==> config.mk <==
export PLATFORM = sky130hd
export DESIGN_NAME = song_reader
export DESIGN_NICKNAME = d
export VERILOG_FILES = /design/src/rtl/song_reader_pkg.sv /design/src/rtl/song_reader.sv
export SDC_FILE = /design/constraint.sdc
export NUM_CORES = 1
export LEC_CHECK = 0
export ABC_AREA = 1
export CELL_PAD_IN_SITES_DETAIL_PLACEMENT = 2
export CELL_PAD_IN_SITES_GLOBAL_PLACEMENT = 2
export CORE_MARGIN = 1
export CORE_UTILIZATION = 22
export CTS_BUF_LIST = sky130_fd_sc_hd__clkbuf_16
export DETAILED_ROUTE_END_ITERATION = 6
export PLACE_DENSITY_LB_ADDON = 0.1
export SLEW_MARGIN = 5
export SYNTH_ARGS = -nofsm -noshare
export SYNTH_HDL_FRONTEND = slang
export SYNTH_SLANG_ARGS = --single-unit
==> constraint.sdc <==
create_clock -name clk -period 2 [get_ports clk]
set_clock_uncertainty 0.2 [all_clocks]
set_input_delay 0.3 -clock clk [delete_from_list [all_inputs] [get_ports clk]]
set_output_delay 0.3 -clock clk [all_outputs]
set_load 0.02 [all_outputs]
==> src/rtl/song_reader_pkg.sv <==
// Shared definitions for the song sequencer: FSM encoding and ROM word layout.
package song_reader_pkg;

  localparam logic [2:0] ST_IDLE    = 3'd0;
  localparam logic [2:0] ST_FETCH   = 3'd1;
  localparam logic [2:0] ST_ROMWAIT = 3'd2;
  localparam logic [2:0] ST_LOAD    = 3'd3;
  localparam logic [2:0] ST_SETTLE  = 3'd4;
  localparam logic [2:0] ST_PLAYING = 3'd5;
  localparam logic [2:0] ST_END     = 3'd6;

  typedef enum logic [2:0] {
    S_IDLE    = ST_IDLE,
    S_FETCH   = ST_FETCH,
    S_ROMWAIT = ST_ROMWAIT,
    S_LOAD    = ST_LOAD,
    S_SETTLE  = ST_SETTLE,
    S_PLAYING = ST_PLAYING,
    S_END     = ST_END
  } state_t;

  // ROM word is {note, duration}; duration sits in the low bits.
  localparam int DUR_LSB    = 0;
  localparam int END_MARKER = 0;

endpackage

==> src/rtl/song_reader.sv <==
// Song sequencer: walks {note, duration} entries of one song in an external ROM
// and hands each to note_player with a single-cycle load pulse.
module song_reader
  import song_reader_pkg::*;
#(
  parameter int SONG_BITS  = 2,
  parameter int INDEX_BITS = 5,
  parameter int NOTE_BITS  = 6,
  parameter int DUR_BITS   = 6
) (
  input  logic                            clk,
  input  logic                            reset,
  input  logic                            play,
  input  logic                            new_song,
  input  logic [SONG_BITS-1:0]            song_sel,
  output logic [SONG_BITS+INDEX_BITS-1:0] rom_addr,
  input  logic [NOTE_BITS+DUR_BITS-1:0]   rom_data,
  output logic [NOTE_BITS-1:0]            note_to_load,
  output logic [DUR_BITS-1:0]             duration_to_load,
  output logic                            load_new_note,
  input  logic                            done_with_note,
  output logic                            play_enable,
  output logic                            song_done,
  output logic                            busy
);

  localparam int DUR_MSB  = DUR_LSB + DUR_BITS - 1;
  localparam int NOTE_LSB = DUR_LSB + DUR_BITS;
  localparam int NOTE_MSB = NOTE_LSB + NOTE_BITS - 1;
  localparam logic [INDEX_BITS-1:0] INDEX_MAX = '1;

  state_t                  state;
  logic [SONG_BITS-1:0]    cur_song;
  logic [INDEX_BITS-1:0]   note_index;
  logic [NOTE_BITS-1:0]    rom_note;
  logic [DUR_BITS-1:0]     rom_dur;

  assign rom_note = rom_data[NOTE_MSB:NOTE_LSB];
  assign rom_dur  = rom_data[DUR_MSB:DUR_LSB];

  always_ff @(posedge clk) begin
    if (reset) begin
      state            <= S_IDLE;
      cur_song         <= '0;
      note_index       <= '0;
      note_to_load     <= '0;
      duration_to_load <= '0;
    end else if (new_song) begin
      // A restart overrides pause and any in-flight note.
      cur_song   <= song_sel;
      note_index <= '0;
      state      <= S_FETCH;
    end else begin
      case (state)
        S_IDLE:    state <= S_IDLE;
        S_FETCH:   if (play) state <= S_ROMWAIT;
        S_ROMWAIT: if (play) begin
          if (rom_dur == DUR_BITS'(END_MARKER)) begin
            state <= S_END;
          end else begin
            note_to_load     <= rom_note;
            duration_to_load <= rom_dur;
            state            <= S_LOAD;
          end
        end
        S_LOAD:    if (play) state <= S_SETTLE;
        // SETTLE exists so the previous note's stale done level is never seen.
        S_SETTLE:  if (play) state <= S_PLAYING;
        S_PLAYING: if (play && done_with_note) begin
          if (note_index == INDEX_MAX) begin
            state <= S_END;
          end else begin
            note_index <= note_index + INDEX_BITS'(1);
            state      <= S_FETCH;
          end
        end
        S_END:     state <= S_IDLE;
        default:   state <= S_IDLE;
      endcase
    end
  end

  // Pulses are gated so a paused LOAD defers its pulse and a restart suppresses both.
  assign busy          = (state != S_IDLE);
  assign play_enable   = play & busy;
  assign load_new_note = (state == S_LOAD) & play & ~new_song;
  assign song_done     = (state == S_END) & ~new_song;
  assign rom_addr      = {cur_song, note_index};

endmodule

# Yosys cells after proc, flatten, opt, wreduce, memory -nomap -nowiden
# Cells that the tools add are included.
dict set report classes {
  add_sub_neg 1
  n_eq_ne 17
  n_mux 9
  bitwise 7
  n_reduce_logical 8
}
# operator n
set op_table {}
lappend op_table {{2-to-1 mux 3 bit} 7}
lappend op_table {{!= test 3 bit, second input constant} 5}
lappend op_table {{one-hot mux 3 bit (5 select lines)} 1}
lappend op_table {{!= test 2 bit, second input constant} 5}
lappend op_table {{AND reduction 5 bit} 2}
lappend op_table {{== test 3 bit, second input constant} 3}
lappend op_table {{== test 3 x 2 -> 1 bit, second input constant} 2}
lappend op_table {{logical NOT 6 bit} 1}
lappend op_table {{adder 5 x 1 -> 5 bit, second input constant} 1}
lappend op_table {{== test 5 bit, second input constant} 1}
lappend op_table {{bitwise AND 1 bit} 4}
lappend op_table {{AND reduction 4 bit} 1}
lappend op_table {{== test 3 x 1 -> 1 bit, second input constant} 1}
lappend op_table {{inverter 1 bit} 3}
lappend op_table {{AND reduction 3 bit} 1}
lappend op_table {{nonzero test 3 bit} 1}
lappend op_table {{OR reduction 2 bit} 1}
lappend op_table {{logical AND 1 bit} 1}
lappend op_table {{2-to-1 mux 1 bit} 1}
dict set report word_totals {
  register_bits 22
  inputBits 19
}

# Logic depth before layout (Yosys ltp)
dict set report logic_depth {
  word_depth 5
  mapped_depth 10
}

# Least setup slack after synthesis
# No wires, ideal clock.
dict set report synth_path {
  path_kind {reg-to-reg}
  startpoint {register note_index[0]}
  endpoint {register note_index[1]}
  arrival_ns 1.449
  required_time_ns 1.676
  slack_ns 0.227
  stages_incl_launch_ff 9
  synth_period_minus_slack_ns 1.773
  path_cell_list {dfxtp_1 ha_1 nand2_1 nor2_1 ha_1 nor3_4 inv_1 nand2_1 a21oi_1}
}
dict set report synth_via {
  elab_chain_len 3
  elab_cells_between_ends 4
  cone_classes {add/sub (1); eq/ne (1); bitwise (1); reduce/logical (1)}
}
# item line_no
set synth_lines {}
lappend synth_lines {{from (decl)} song_reader.sv:34} ;# logic [INDEX_BITS-1:0] note_index;
lappend synth_lines {{from (signal assigned)} song_reader.sv:73} ;# note_index <= note_index + INDEX_BITS'(1);
lappend synth_lines {{parallel branches: the longest is 3 deep, another holds adder 5 x 1 -> 5 bit} -}
# Parallel ways; which one is timed is not known.
# A chain may end at the register's enable or synchronous reset.

# Worst setup path in the final report
dict set report layout_path {
  startpoint {input port play}
  endpoint {output port load_new_note}
}
dict set report layout_via {
  elab_chain_len 2
}
# item line_no
set layout_lines {}
lappend layout_lines {{from (decl)} song_reader.sv:13} ;# input logic play,
lappend layout_lines {{bitwise AND 1 bit (2 in a row)} song_reader.sv:86} ;# assign load_new_note = (state == S_LOAD) & play & ~new_song;
lappend layout_lines {{to (decl)} song_reader.sv:20} ;# output logic load_new_note,
# Every way passes these cells.

==> reports/metrics.yaml <==
hp-start: "duration_to_load[5]"
clkSlewWorstSetupHoldPaths_ns: 0.06
cts_root_buffer: "clkbuf_16"
finalWorstSetupSlack_ns: 0.0983
crit_type: "input port to primary output"
diodes: 0
drv_cap: 0
worstPathRequired_ns: 1.50
drt-initial-drc-count: 29
ys_types: 26
fmax_mhz: 526
fin_tns_setup_ns: 0
cts_setup_buffers: 0
grt_usage_pct: 14.9
dieArea_um2: 5190
mostFrequentLayoutCell: "nand2_1"
numCtsBuffers: 3
grt_pass1_vias: 1300
grt_start_max_net_pins: 14
start_util_pct: 22.9
yosysWarnings: 0
hold_end: "duration_to_load[5]"
path_cells: "clkdlybuf4s50_1 > inv_1 > nor4_1 > clkdlybuf4s15_1"
power_density_nw_per_um2: 711
hold_viol_final: 0
portBuffers: 41
final.min_clock_period_ns: 1.90
cts_tree: "done"
path_max_fanout: 3
grt_setup_unrepaired: "no"
crit_arrival_ns: 1.40
post-dp-hpwl_um: 2770
clockBufferDepth: 2
nNetsFinal: 217
synth_fp_nets: 169
post-place-ws_ns: -0.216
place_congestion: 0.795
p_leak_nw: 0.646
stdcell_area_um2: 1690
max-slew-margin-rel_pct: 78.6
num_vias: 1171
wl_per_cell_um: 13.5
final_cell_mix: "40 x nand2_1, 37 x clkdlybuf4s50_1, 22 x dfxtp_1, 21 x a21oi_1, 19 x nand3_1"
grt-ovfl-total: 0
area_growth_pct: 56.7
h-tree-depth: 1
rows: 25
route.detailed.drc: 0
synth-async-reset-ratio_pct: 0
crit_start: "play"
status: "finished clean"
r2r_setup_slack_ns: 0.18
drive_gt1_share_pct: 10.8
synth.avg_cell_area_um2: 7.30
p_total_w: 0.00120
ios: 42
cts_num_sinks: 22
hold_path_class: "register to register"
ys_seq_area_share_pct: 40.8
finalCritPeriodShare_pct: 95.1
worstSkewPairLatency_ns: 0.25
worstReg2RegEnd: "note_index[3]"
tightestPinTransition_ns: 0.320
cp-end-kind: "primary output"
netlist_area_um2: 1080
die_height_um: 72.1
cts_hold_buf: 0
rr_startpoint: "note_index[0]"
ir_drop_v: 0.000318
synth_seq_cells: 22
drt_first_pass_iters: 3
ant_nets: 0
avgViaCountPerCell: 4.47
crit_cells: 4
synthCells: 148
antenna_found_initial: 0
cp_slowest_cell: "clkdlybuf4s50_1"
die_w_um: 72.1
drv_slew: 0
ff2ff_path_depth: 8
place_area_um2: 1590
wl_um: 3540
synth-edff-count: 0
ys.flop_type: "dfxtp_1"
coreArea_um2: 4720
grt_pass1_wl_um: 6020
startpoint_type: "input port"
hold_depth: 2
critPathMaxStageDelay_ns: 0.48
critical_path_buf_inv_count: 3
finalSetupViolCount: 0
path_delay_family: "buffers and inverters"
-- where the power goes --
group	internal (W)	switching [W]	leakage, nW	total [W]
Combinational	0.0000808	0.0000956	0.417	0.000176
Sequential	0.000448	0.00000871	0.178	0.000457
Clock	0.000398	0.000171	0.0511	0.000569
Total	0.000926	0.000276	0.646	0.00120
-- what timing repair did --
action                                  in CTS  in global routing
gates resized for setup                      4                  1
pin swaps                                    0                  1
endpoints found under the setup margin       4                  4
-- worst min-delay path, stage by stage, from the launching register on --
cell and delay [ns]:
dfxtp_1 0.31, nand2_1 0.06, a21oi_1 0.05
-- how the worst max path moves through the flow --
stage / endpoint / slack, ns
after global routing: note_index[3] / 0.02
after floorplan: note_index[1] / 0.23
after CTS: note_index[3] / 0.07
after global placement: load_new_note / -0.19
after detailed placement: load_new_note / -0.22
final: load_new_note / 0.1
-- stage by stage --
stage | hold WS (ns) | utilization [%] | instances
3_5_place_dp | 0.257 | 33.7 | 258
6_report | 0.262 | 35.8 | 262
5_1_grt | 0.283 | 35.8 | 262
3_3_place_gp | 0.247 | 33.7 | 258
4_1_cts | 0.268 | 35.8 | 262
2_1_floorplan | 0.169 | - | 148
-- cell families after synthesis --
group,share of synthesized area (%)
buffers and inverters,8.57
XOR/XNOR,0.811
AND/OR/NAND/NOR,35.2
AO/OA/AOI/OAI,12.3
adder cells (fa/ha/maj),2.32
flip-flops,40.8
-- synth_stat cells, types with 2 or more instances --
cell type	count	area [um^2]
nand2_1	40	150
dfxtp_1	22	440
a21oi_1	21	105
nand3_1	19	95.1
nor2_1	11	41.3
inv_1	9	33.8
buf_6	2	22.5
ha_1	2	25.0
nand2_2	2	12.5
nor2_2	2	12.5
o21ai_0	2	10.0
o21ai_1	2	10.0
-- final cells by class --
class                   count  area, um^2
fillers                   560        3030
multi-input cells         110         547
repair buffers             48         472
flip-flops and latches     22         440
well taps                  67        83.8
clock buffers               3        75.1
inverters                  11        43.8
clock inverters             1        30.0
-- registers in the layout, summed over array words and instances, names as in the netlist --
| signal | flops |
|---|---|
| duration_to_load | 6 |
| note_index | 5 |
| note_to_load | 6 |
| cur_song | 2 |
| state | 3 |
-- per-layer routing --
metal | up-vias | share of wire [%] | global-route usage [%]
met5 | - | 0 | 0
met4 | 0 | 0.48 | 3.92
met3 | 2 | 3.4 | 2.64
met2 | 21 | 54 | 29.4
met1 | 568 | 42 | 16.2
li1 | 580 | - | -
Power figures use the tool's default switching activity.
